**src/rtl/temp_sensor_reader.sv**
```systemverilog
// temp_sensor_reader: periodically reads a bit-serial temperature sensor
// (MSB first) and presents a 4-bit reading with a one-cycle valid strobe.
// Build macro TEMP_SENSOR_READER_PARITY_EN: the frame carries a fifth,
// even-parity bit; a failed check raises parityError and keeps the old value.
module temp_sensor_reader #(
  parameter int CLK_DIV       = 4,
  parameter int SAMPLE_PERIOD = 1000
) (
  input  logic       clk,
  input  logic       rst,
  input  logic       enable,
  input  logic       sensorData,
  output logic       sensorCsN,
  output logic       sensorSclk,
  output logic [3:0] tempSensorValue,
  output logic       sampleValid,
  output logic       parityError,
  output logic       busy
);

`ifdef TEMP_SENSOR_READER_PARITY_EN
  localparam int NBITS = 5;
`else
  localparam int NBITS = 4;
`endif

  localparam int CNT_W = (SAMPLE_PERIOD > 1) ? $clog2(SAMPLE_PERIOD) : 1;
  localparam int DIV_W = (CLK_DIV > 1) ? $clog2(CLK_DIV) : 1;
  localparam int BIT_W = $clog2(NBITS);

  localparam logic [CNT_W-1:0] CNT_LAST = CNT_W'(SAMPLE_PERIOD - 1);
  localparam logic [DIV_W-1:0] DIV_LAST = DIV_W'(CLK_DIV - 1);
  localparam logic [BIT_W-1:0] BIT_LAST = BIT_W'(NBITS - 1);

  typedef enum logic [1:0] {
    ST_IDLE,
    ST_SETUP,
    ST_SHIFT,
    ST_DONE
  } state_t;

  // Period counter and one-cycle frame request
  logic [CNT_W-1:0] r_cnt;
  logic             r_req;

  // Frame sequencing
  state_t           r_state;
  state_t           w_state_next;
  logic [DIV_W-1:0] r_div;
  logic [DIV_W-1:0] w_div_next;
  logic             r_phase;       // current sclk level within a bit
  logic             w_phase_next;
  logic [BIT_W-1:0] r_bit;
  logic [BIT_W-1:0] w_bit_next;

  // Serial capture
  logic [NBITS-1:0] r_shift;
  logic [NBITS-1:0] w_shift_next;
  logic             w_capture;
  logic [3:0]       w_data;
  logic             w_load;

  // Registered outputs and their next values
  logic       r_csn;
  logic       r_sclk;
  logic [3:0] r_value;
  logic       r_valid;
  logic       r_perr;
  logic       r_busy;
  logic       w_csn_next;
  logic       w_sclk_next;
  logic       w_valid_next;
  logic       w_perr_next;
  logic       w_busy_next;

  // Free-running period counter; a request pulses the cycle after the wrap
  always_ff @(posedge clk) begin
    if (rst) begin
      r_cnt <= '0;
      r_req <= 1'b0;
    end else if (!enable) begin
      r_cnt <= '0;
      r_req <= 1'b0;
    end else if (r_cnt == CNT_LAST) begin
      r_cnt <= '0;
      r_req <= 1'b1;
    end else begin
      r_cnt <= r_cnt + CNT_W'(1);
      r_req <= 1'b0;
    end
  end

  // Next-state logic: setup delay, N bits of low/high sclk halves, done
  always_comb begin
    w_state_next = r_state;
    w_div_next   = r_div;
    w_phase_next = r_phase;
    w_bit_next   = r_bit;
    case (r_state)
      ST_IDLE: begin
        // Requests arriving while a frame runs are simply lost here
        if (r_req) begin
          w_state_next = ST_SETUP;
          w_div_next   = '0;
        end
      end
      ST_SETUP: begin
        if (r_div == DIV_LAST) begin
          w_state_next = ST_SHIFT;
          w_div_next   = '0;
          w_phase_next = 1'b0;
          w_bit_next   = '0;
        end else begin
          w_div_next = r_div + DIV_W'(1);
        end
      end
      ST_SHIFT: begin
        if (r_div == DIV_LAST) begin
          w_div_next = '0;
          if (!r_phase) begin
            w_phase_next = 1'b1;
          end else if (r_bit == BIT_LAST) begin
            w_state_next = ST_DONE;
            w_phase_next = 1'b0;
          end else begin
            w_phase_next = 1'b0;
            w_bit_next   = r_bit + BIT_W'(1);
          end
        end else begin
          w_div_next = r_div + DIV_W'(1);
        end
      end
      ST_DONE: begin
        w_state_next = ST_IDLE;
      end
      default: begin
        w_state_next = ST_IDLE;
      end
    endcase
  end

  // State and sequencing counters
  always_ff @(posedge clk) begin
    if (rst) begin
      r_state <= ST_IDLE;
      r_div   <= '0;
      r_phase <= 1'b0;
      r_bit   <= '0;
    end else begin
      r_state <= w_state_next;
      r_div   <= w_div_next;
      r_phase <= w_phase_next;
      r_bit   <= w_bit_next;
    end
  end

  // Sample data in the first cycle of each sclk-high half; output registers
  // are fed from the next-state view, so the result is taken from the
  // post-capture shift value (matters when CLK_DIV is 1)
  always_comb begin
    w_capture    = (r_state == ST_SHIFT) && r_phase && (r_div == '0);
    w_shift_next = r_shift;
    if (w_capture) begin
      w_shift_next = {r_shift[NBITS-2:0], sensorData};
    end
    w_data       = w_shift_next[NBITS-1 -: 4];
    w_csn_next   = !((w_state_next == ST_SETUP) || (w_state_next == ST_SHIFT));
    w_sclk_next  = (w_state_next == ST_SHIFT) && w_phase_next;
    w_valid_next = (w_state_next == ST_DONE);
    w_busy_next  = (w_state_next != ST_IDLE);
`ifdef TEMP_SENSOR_READER_PARITY_EN
    // Even parity: data bits plus parity bit must XOR to zero
    w_load      = w_valid_next && !(^w_shift_next);
    w_perr_next = w_valid_next && (^w_shift_next);
`else
    w_load      = w_valid_next;
    w_perr_next = 1'b0;
`endif
  end

  // Serial shift register
  always_ff @(posedge clk) begin
    if (rst) begin
      r_shift <= '0;
    end else begin
      r_shift <= w_shift_next;
    end
  end

  // Output registers
  always_ff @(posedge clk) begin
    if (rst) begin
      r_csn   <= 1'b1;
      r_sclk  <= 1'b0;
      r_value <= 4'd0;
      r_valid <= 1'b0;
      r_perr  <= 1'b0;
      r_busy  <= 1'b0;
    end else begin
      r_csn   <= w_csn_next;
      r_sclk  <= w_sclk_next;
      r_valid <= w_valid_next;
      r_perr  <= w_perr_next;
      r_busy  <= w_busy_next;
      if (w_load) begin
        r_value <= w_data;
      end
    end
  end

  assign sensorCsN       = r_csn;
  assign sensorSclk      = r_sclk;
  assign tempSensorValue = r_value;
  assign sampleValid     = r_valid;
  assign parityError     = r_perr;
  assign busy            = r_busy;

endmodule

```
**config.mk**
```make
export PLATFORM = sky130hd
export DESIGN_NAME = temp_sensor_reader
export DESIGN_NICKNAME = d
export VERILOG_FILES = /design/src/rtl/temp_sensor_reader.sv
export SDC_FILE = /design/constraint.sdc
export NUM_CORES = 1
export LEC_CHECK = 0
export CAP_MARGIN = 20
export CORE_MARGIN = 8
export CORE_UTILIZATION = 45
export DETAILED_ROUTE_END_ITERATION = 10
export GPL_ROUTABILITY_DRIVEN = 0
export PLACE_DENSITY_LB_ADDON = 0.15
export SETUP_SLACK_MARGIN = 0.3
export SLEW_MARGIN = 25
export SYNTH_ARGS = -nofsm -noshare
export SYNTH_HDL_FRONTEND = slang
export SYNTH_SLANG_ARGS = --single-unit
```
**constraint.sdc**
```tcl
create_clock -name clk -period 2.35 [get_ports clk]
set_clock_uncertainty 0.05 [all_clocks]
set_input_delay 0.235 -clock clk [delete_from_list [all_inputs] [get_ports clk]]
set_output_delay 0.235 -clock clk [all_outputs]
set_load 0.03 [all_outputs]
```
==> impl_metrics.env, run 1 <==
export IMPL_outcome="complete, no violations"
export IMPL_fin_nets=176
export IMPL_critPathKind="register to register"
export IMPL_synth_top_area_frac=0.436
export IMPL_synth_cells=146
export IMPL_die_w_um=71.4
export IMPL_routed_wl_um=2490
export IMPL_drive_above_1_share=0.117
export IMPL_path_max_fanout=8
export IMPL_switching_power_mw=0.203
export IMPL_initial_core_util=0.463
export IMPL_pre_cts_slack_ns=0.523
export IMPL_post_route_util=0.549
export IMPL_dp_cells=188
export IMPL_fp_row_count=20
export IMPL_grt_pass1_wl_um=4330
export IMPL_multi_input_area_um2=729
export IMPL_register_area_um2=601
export IMPL_p_leak_nw=0.656
export IMPL_worstHoldStart="r_cnt[9]"
export IMPL_cts_path_max_buffers=2
export IMPL_worst_hold_path_type="register to register"
export IMPL_clk_latency_ns=0.33
export IMPL_wl_per_cell_um=12.7
export IMPL_area_growth_syn_to_layout_pct=18.5
export IMPL_antennaDiodeCount=0
export IMPL_rsz0062_at_grt="false"
export IMPL_timing_rr_start="r_state[0]"
export IMPL_fp_dieArea_um2=5090
export IMPL_cap_violations=0
export IMPL_switching_share=0.188
export IMPL_grt_use_total=0.110
export IMPL_internal_power_mw=0.879
export IMPL_setup_viol=0
export IMPL_ctsResizeCount=0
export IMPL_fin_crit_ns=1.85
export IMPL_crit_start="r_state[0]"
export IMPL_post_synth_num_cell_types=36
export IMPL_drt_pass1_iterations=4
export IMPL_fin_total_pwr_mw=1.08
export IMPL_syn_nets=160
export IMPL_die_y_um=71.4
export IMPL_required_ns=2.54
export IMPL_finalHoldViolCount=0
export IMPL_antenna_found_initial=0
export IMPL_ioPinCount=13
export IMPL_final_area_um2=1630
export IMPL_peakVddDrop_uv=582
export IMPL_final_cells=196
export IMPL_cts_tree="yes"
export IMPL_p_clk_frac=0.508
export IMPL_final_antenna_net_count=0
export IMPL_fin_hold_ws_ns=0.470
export IMPL_post_route_period_util=0.786
export IMPL_p_comb_frac=0.019
export IMPL_synth_seq_area_share=0.436
export IMPL_viasPerCell=5.32
export IMPL_grt_overflow=0
export IMPL_hpwlAfterDp_um=1770
export IMPL_end_kind="register"
export IMPL_synthTopCellsByArea="dfxtp_1, ha_1, nor2_1"
export IMPL_clkSinkCount=30
export IMPL_p_seq_frac=0.474
export IMPL_cts_setup_buffers=0
export IMPL_synth_largest_area_cell="dfxtp_1"
export IMPL_yosys_register_bits=30
export IMPL_drtIter0Drc=45
export IMPL_nFillCells=285
export IMPL_avgSynthCellArea_um2=9.44
export IMPL_grt_max_degree=20
export IMPL_placed_area_um2=1520
export IMPL_fmax_mhz=541
export IMPL_cts_hold_buf=0
export IMPL_setup_tns_ns=0
export IMPL_r2r_slack_ns=0.50
export IMPL_via_count=1043
export IMPL_fin_ws_ns=0.502
export IMPL_htree_levels=2
export IMPL_clk_pin_slew_ns=0.11
export IMPL_grt_pass1_vias=1026
export IMPL_final_max_slew_violation_count=0
export IMPL_root_buffer="clkbuf_4"
export IMPL_yosysWarnings=0
export IMPL_p_per_area_nw_per_um2=662
export IMPL_portBuffers=11
export IMPL_syn_area_um2=1380
export IMPL_drcViolationCount=0
export IMPL_worstPathArrival_ns=2.03
export IMPL_coreArea_um2=2980
export IMPL_cp_start_kind="register"
export IMPL_cts_buffers=5
==> layer usage <==
metal | global-route usage | up-vias | wire length [um]
li1 | - | 529 | -
met1 | 0.112 | 489 | 1160
met2 | 0.180 | 17 | 1160
met3 | 0.0488 | 8 | 99
met4 | 0.0693 | 0 | 76
met5 | 0 | - | 0
==> cells in the mapped netlist <==
| cell type | instances |
|---|---|
| dfxtp_1 | 30 |
| nor2_1 | 21 |
| ha_1 | 10 |
| nand3_1 | 9 |
| inv_1 | 8 |
| nand2b_1 | 6 |
| nor2b_1 | 6 |
| mux2_2 | 5 |
| mux2i_1 | 5 |
| nand2_1 | 5 |
| xor2_1 | 4 |
| a21oi_1 | 3 |
| a31oi_1 | 3 |
| o21ai_0 | 3 |
| or3_1 | 3 |
| a22oi_1 | 2 |
| a32oi_1 | 2 |
| nand3b_1 | 2 |
| nand4_1 | 2 |
| a22o_1 | 1 |
| a311oi_1 | 1 |
| and2_1 | 1 |
| and3_4 | 1 |
| buf_1 | 1 |
| buf_4 | 1 |
| clkbuf_1 | 1 |
| conb_1 | 1 |
| inv_2 | 1 |
| nand4_4 | 1 |
| nor3_1 | 1 |
| o211ai_1 | 1 |
| o21ai_2 | 1 |
| o21bai_1 | 1 |
| o21bai_2 | 1 |
| or3b_1 | 1 |
| xnor2_1 | 1 |
==> cell usage in the layout, fill, tap and decap left out, drive strengths merged, types with 3 or more instances in the layout <==
master         instances
a21oi                  3
a31oi                  3
clkbuf                 6
clkdlybuf4s50         11
dfxtp                 30
ha                    10
inv                    9
mux2                   5
mux2i                  5
nand2                  5
nand2b                 6
nand3                  9
nand4                  3
nor2                  21
nor2b                  6
o21ai                  4
or3                    3
xor2                   4
==> flip-flops by register name (all words and copies together) (netlist names), 2 cells and up <==
register,flops
r_shift,4
r_cnt,10
tempSensorValue,4
r_bit,2
r_div,2
r_state,2
==> critical path, cell delays in order (launching register included) <==
cell      delay (ns)
dfxtp_1         0.36
inv_1           0.08
ha_1            0.30
o21bai_1        0.17
a22o_1          0.22
inv_2           0.07
o21ai_2         0.12
mux2_2          0.37
==> kinds of logic (layout without fill, tap and decap cells) <==
logic type                 after synthesis  count (layout)  synth area share
muxes                                   10              10            0.0771
buffers and inverters                   12              29            0.0354
adders and majority gates               10              10            0.0907
DFF                                     30              30             0.436
xor gates and xnor gates                 5               5            0.0318
AOI/OAI and AO/OA                       19              19            0.0971
other                                    1               1           0.00272
and+or+nand+nor                         59              59             0.230
==> layout make-up <==
class	count	share of cell area
clock buffers	6	0.0314
clock inverters	2	0.0368
inverters	9	0.0207
multi-input cells	104	0.446
flip-flops and latches	30	0.368
well taps	33	0.0253
repair buffers	12	0.0720
==> path summary, 6_finish.rpt <==
path | endpoint | cells after the start
worst min register to register | r_cnt[9] | 2
worst max register to register | tempSensorValue[3] | 7
worst min-delay path | r_cnt[9] | 2
worst max-delay path | tempSensorValue[3] | 7
==> power by group through the flow <==
| stage | registers (mW) | logic (mW) | clock network, mW |
|---|---|---|---|
| floorplan | 0.524 | 0.0133 | 0 |
| global placement | 0.524 | 0.0203 | 0 |
| detailed placement | 0.524 | 0.0205 | 0 |
| CTS | 0.513 | 0.0206 | 0.561 |
| global route | 0.513 | 0.0228 | 0.583 |
| finish | 0.513 | 0.0201 | 0.549 |
Note: power is estimated with default switching activity, not from simulation.
==> run 2, diff against run 1 <==
==> constraint.sdc (replaced) <==
create_clock -name clk -period 1.5 [get_ports clk]
set_clock_uncertainty 0.05 [all_clocks]
set_input_delay 0.15 -clock clk [delete_from_list [all_inputs] [get_ports clk]]
set_output_delay 0.15 -clock clk [all_outputs]
set_load 0.03 [all_outputs]
==> impl_metrics.env, run 2 (synthesized netlist as in run 1, its figures left out) <==
export IMPL_outcome="finished with violations"
export IMPL_violations="negative setup slack"
export IMPL_die_w_um=71.4
export IMPL_drt_pass1_iterations=4
export IMPL_grt_max_degree=13
export IMPL_cts_buffers=5
export IMPL_timing_rr_start="r_state[0]"
export IMPL_p_clk_frac=0.371
export IMPL_area_growth_syn_to_layout_pct=52.2
export IMPL_multi_input_area_um2=991
export IMPL_final_max_slew_violation_count=0
export IMPL_top_usage_layer="met2"
export IMPL_fin_total_pwr_mw=1.33
export IMPL_end_kind="register"
export IMPL_viasPerCell=5.23
export IMPL_setup_viol=7
export IMPL_worst_hold_path_type="input port to register"
export IMPL_fin_nets=202
export IMPL_grt_overflow=0
export IMPL_dp_cells=205
export IMPL_globalRouteMet3Util=0.0446
export IMPL_fmax_mhz=621
export IMPL_drtIter0Drc=39
export IMPL_via_count=1160
export IMPL_critPathKind="register to register"
export IMPL_cts_tree="yes"
export IMPL_placed_area_um2=1810
export IMPL_final_area_um2=2100
export IMPL_drcViolationCount=0
export IMPL_drive_above_1_share=0.524
export IMPL_cp_start_kind="register"
export IMPL_cts_path_max_buffers=2
export IMPL_fin_hold_ws_ns=0.396
export IMPL_htree_levels=2
export IMPL_largest_register_ffs=10
export IMPL_register_area_um2=629
export IMPL_p_leak_nw=0.813
export IMPL_cap_violations=0
export IMPL_final_cell_mix="dfxtp_1, buf_4, nor2_1"
export IMPL_antennaDiodeCount=0
export IMPL_switching_share=0.222
export IMPL_fp_row_count=20
export IMPL_peakVddDrop_uv=626
export IMPL_final_antenna_net_count=0
export IMPL_final_cells=222
export IMPL_post_route_util=0.705
export IMPL_use_met2=0.211
export IMPL_crit_start="r_state[0]"
export IMPL_internal_power_mw=1.04
export IMPL_fp_dieArea_um2=5090
export IMPL_clk_pin_slew_ns=0.09
export IMPL_switching_power_mw=0.296
export IMPL_path_max_fanout=5
export IMPL_antenna_found_initial=0
export IMPL_routed_wl_um=3120
export IMPL_clkSinkCount=30
export IMPL_clk_latency_ns=0.33
export IMPL_ioPinCount=13
export IMPL_rsz0062_at_grt="true"
export IMPL_finalHoldViolCount=0
export IMPL_root_buffer="clkbuf_4"
export IMPL_p_per_area_nw_per_um2=635
export IMPL_coreArea_um2=2980
export IMPL_fin_ws_ns=-0.111
export IMPL_grt_pass1_wl_um=5120
export IMPL_grt_pass1_vias=1156
export IMPL_required_ns=1.67
export IMPL_grt_use_total=0.129
export IMPL_portBuffers=11
export IMPL_largest_register="r_cnt"
export IMPL_fin_crit_ns=1.61
export IMPL_post_route_period_util=1.07
export IMPL_final_common_cell="dfxtp_1"
export IMPL_worstHoldStart="sensorData"
export IMPL_wl_per_cell_um=14.0
export IMPL_nFillCells=214
export IMPL_hpwlAfterDp_um=2040
export IMPL_worstPathArrival_ns=1.78
export IMPL_p_comb_frac=0.036
export IMPL_p_seq_frac=0.594
export IMPL_met1_usage=0.139
export IMPL_initial_core_util=0.463
export IMPL_die_y_um=71.4
## run 2: changes by cell type in the layout (fill, tap and decap cells not counted), moves of 4 or more
cell             delta
buf_4              +17
nor2_1              -7
ha_4                +8
clkdlybuf4s50_1     -8
ha_1                -9
dfxtp_4             +6
nand3_1             -4
dfxtp_1            -11
nor2_2              +5
clkdlybuf4s15_2     +5
dfxtp_2             +5
buf_6               +9
## run 2: stage by stage
stage / setup TNS (ns) / setup WS (ns)
4_1_cts: -0.569 / -0.111
5_1_grt: -1.13 / -0.177
6_report: -0.562 / -0.111
3_5_place_dp: -0.398 / -0.0862
3_3_place_gp: -0.185 / -0.0394
2_1_floorplan: -0.103 / -0.0257
## run 2: worst paths after layout
| check | endpoint | slack, ns | depth (start not counted) |
|---|---|---|---|
| max | tempSensorValue[2] | -0.11 | 6 |
| min | r_shift[0] | 0.40 | 3 |
| max reg2reg | tempSensorValue[2] | -0.11 | 6 |
| min reg2reg | r_cnt[9] | 0.48 | 2 |
## run 2: area by class of cell
cell class              instances  area share
multi-input cells             104       0.472
flip-flops and latches         30       0.300
repair buffers                 38       0.161
clock buffers                   7      0.0262
well taps                      33      0.0197
inverters                       9      0.0185
clock inverters                 1     0.00239
## run 2: worst max-delay path, cell delays in order, from the launching register on
cell,delay [ns]
dfxtp_4,0.38
inv_4,0.05
ha_4,0.17
nor2_2,0.17
a21oi_4,0.10
o21ai_4,0.22
mux2_2,0.36
## run 2: what timing repair did
item	in CTS	in global routing
pin swaps	9	12
buffers inserted	6	3
resized for setup	50	19
setup endpoints to repair	37	32
hold buffers	0	0
## run 2: layer usage
layer,share of wire,vias to the layer above,wire (um)
met5,0,-,0
met4,0.022,0,67
met3,0.035,8,109
met2,0.51,19,1590
met1,0.43,543,1350
li1,-,590,-
## run 2: power by group through the flow
| stage | clock [mW] | combinational, mW | sequential (mW) |
|---|---|---|---|
| 6_report | 0.494 | 0.0473 | 0.792 |
| 5_1_grt | 0.538 | 0.0522 | 0.792 |
| 4_1_cts | 0.519 | 0.0449 | 0.792 |
| 3_5_place_dp | 0 | 0.0434 | 0.814 |
| 3_3_place_gp | 0 | 0.0426 | 0.814 |
| 2_1_floorplan | 0 | 0.0231 | 0.816 |
==> run 3, diff against run 2 <==
--- a/config.mk
+++ b/config.mk
@@ -5,7 +5,7 @@
 export SDC_FILE = /design/constraint.sdc
 export NUM_CORES = 1
 export LEC_CHECK = 0
-export CAP_MARGIN = 20
+export CAP_MARGIN = 0
 export CORE_MARGIN = 8
 export CORE_UTILIZATION = 45
 export DETAILED_ROUTE_END_ITERATION = 10
==> constraint.sdc (replaced) <==
create_clock -name clk -period 2.05 [get_ports clk]
set_clock_uncertainty 0.05 [all_clocks]
set_input_delay 0.205 -clock clk [delete_from_list [all_inputs] [get_ports clk]]
set_output_delay 0.205 -clock clk [all_outputs]
set_load 0.03 [all_outputs]
==> impl_metrics.env, run 3 (synthesized netlist as in run 1, its figures left out) <==
export IMPL_drive_above_1_share=0.212
export IMPL_clk_latency_ns=0.33
export IMPL_cts_path_max_buffers=2
export IMPL_die_w_um=71.4
export IMPL_largest_register_ffs=10
export IMPL_grt_overflow=0
export IMPL_internal_power_mw=1.01
export IMPL_switching_power_mw=0.228
export IMPL_path_buf_inv=1
export IMPL_fp_dieArea_um2=5090
export IMPL_slowest_stage="dfxtp_2"
export IMPL_clk_pin_slew_ns=0.10
export IMPL_drt_pass1_iterations=4
export IMPL_p_per_area_nw_per_um2=713
export IMPL_setup_viol=0
export IMPL_grt_use_total=0.106
export IMPL_hpwlAfterDp_um=1820
export IMPL_peakVddDrop_uv=612
export IMPL_root_buffer="clkbuf_4"
export IMPL_worstHoldStart="r_cnt[0]"
export IMPL_path_max_fanout=8
export IMPL_critical_path_cell_chain="inv_2 > ha_4 > nand4_1 > o21ai_1 > nor2_2 > ha_1 > and2_1"
export IMPL_grt_pass1_vias=1017
export IMPL_timing_rr_start="r_state[0]"
export IMPL_hold_path_depth=1
export IMPL_routed_wl_um=2590
export IMPL_clkSinkCount=30
export IMPL_post_route_period_util=0.820
export IMPL_reg2regPathDepth=7
export IMPL_final_max_slew_violation_count=0
export IMPL_setup_tns_ns=0
export IMPL_p_seq_frac=0.475
export IMPL_cp_start_kind="register"
export IMPL_cts_tree="yes"
export IMPL_die_y_um=71.4
export IMPL_worst_hold_path_type="register to register"
export IMPL_via_count=1050
export IMPL_timing_rr_end="sensorSclk"
export IMPL_grt_pass1_wl_um=4240
export IMPL_outcome="complete, no violations"
export IMPL_initial_core_util=0.463
export IMPL_fin_total_pwr_mw=1.23
export IMPL_cap_violations=0
export IMPL_r2r_slack_ns=0.37
export IMPL_required_ns=2.24
export IMPL_grt_max_degree=19
export IMPL_wl_per_cell_um=13.1
export IMPL_finalHoldViolCount=0
export IMPL_fp_row_count=20
export IMPL_antenna_found_initial=0
export IMPL_worstPathArrival_ns=1.87
export IMPL_final_common_cell="dfxtp_1"
export IMPL_drcViolationCount=0
export IMPL_drtIter0Drc=66
export IMPL_antennaDiodeCount=0
export IMPL_fmax_mhz=595
export IMPL_area_growth_syn_to_layout_pct=25.6
export IMPL_ioPinCount=13
export IMPL_cpPeakStageDelay_ns=0.35
export IMPL_fin_nets=178
export IMPL_final_antenna_net_count=0
export IMPL_critical_path_top_delay_family="adder cells"
export IMPL_viasPerCell=5.30
export IMPL_final_cell_mix="dfxtp_1, nor2_1, clkdlybuf4s50_1"
export IMPL_switching_share=0.184
export IMPL_fin_crit_ns=1.68
export IMPL_p_leak_nw=0.667
export IMPL_portBuffers=11
export IMPL_rsz0062_at_grt="true"
export IMPL_htree_levels=2
export IMPL_min_to="r_cnt[0]"
export IMPL_cts_hold_buf=0
export IMPL_largest_register="r_cnt"
export IMPL_p_clk_frac=0.506
export IMPL_p_comb_frac=0.019
export IMPL_critPathKind="register to register"
export IMPL_coreArea_um2=2980
export IMPL_end_kind="register"
export IMPL_cts_buffers=5
[run 3: changes by cell type in the layout (fill, tap and decap cells not counted), moves of 5 or more]
cell and change:
buf_4 -15, buf_6 -9, clkdlybuf4s50_1 +8, clkdlybuf4s15_2 -5, dfxtp_1 +7, dfxtp_4 -5
ha_4 -5, nor2_1 +6
[run 3: routing by layer]
metal | track usage | vias to the layer above | share of wire
met4 | 0.0785 | 0 | 0.022
met5 | 0 | - | 0
met2 | 0.174 | 11 | 0.48
li1 | - | 534 | -
met1 | 0.112 | 500 | 0.47
met3 | 0.0335 | 5 | 0.024
[run 3: cell type report]
| class | count | area (um2) |
|---|---|---|
| timing repair buffer | 14 | 133 |
| sequential | 30 | 608 |
| inverter | 9 | 33.8 |
| tap | 33 | 41.3 |
| clock inverter | 2 | 60.1 |
| fill | 258 | 1250 |
| multi-input combinational | 104 | 805 |
| clock buffer | 6 | 51.3 |
[run 3: repair_timing]
| action | 4_1_cts | 5_1_grt |
|---|---|---|
| cloned | 0 | 0 |
| pin swaps | 1 | 1 |
| setup endpoints to repair | 10 | 14 |
| buffers inserted | 1 | 1 |
| resized for setup | 5 | 16 |
[run 3: metrics by stage]
| step | instance area, um2 | instances | setup WS (ns) | hold WS (ns) | util |
|---|---|---|---|---|---|
| after floorplan | 1380 | 146 | 0.440 | 0.331 | - |
| after global placement | 1520 | 188 | 0.283 | 0.435 | 0.511 |
| after detailed placement | 1520 | 188 | 0.260 | 0.451 | 0.511 |
| after CTS | 1660 | 197 | 0.326 | 0.468 | 0.557 |
| after global routing | 1730 | 198 | 0.273 | 0.456 | 0.582 |
| final | 1730 | 198 | 0.369 | 0.433 | 0.582 |
[run 3: worst max path at each step]
stage	startpoint	endpoint	slack (ns)	cells past startpoint
after floorplan	r_state[0]	tempSensorValue[0]	0.44	7
after global placement	r_state[1]	tempSensorValue[2]	0.28	7
after detailed placement	r_state[0]	tempSensorValue[2]	0.26	7
after CTS	r_state[1]	tempSensorValue[0]	0.33	7
after global routing	r_div[0]	sensorCsN	0.27	7
final	r_state[0]	sensorSclk	0.37	7
[run 3: power groups by stage]
stage	Combinational (mW)	Sequential, mW	Clock, mW
floorplan	0.0153	0.600	0
global route	0.0277	0.587	0.662
CTS	0.0241	0.587	0.640
detailed placement	0.0232	0.601	0
global placement	0.0231	0.601	0
finish	0.0241	0.586	0.624
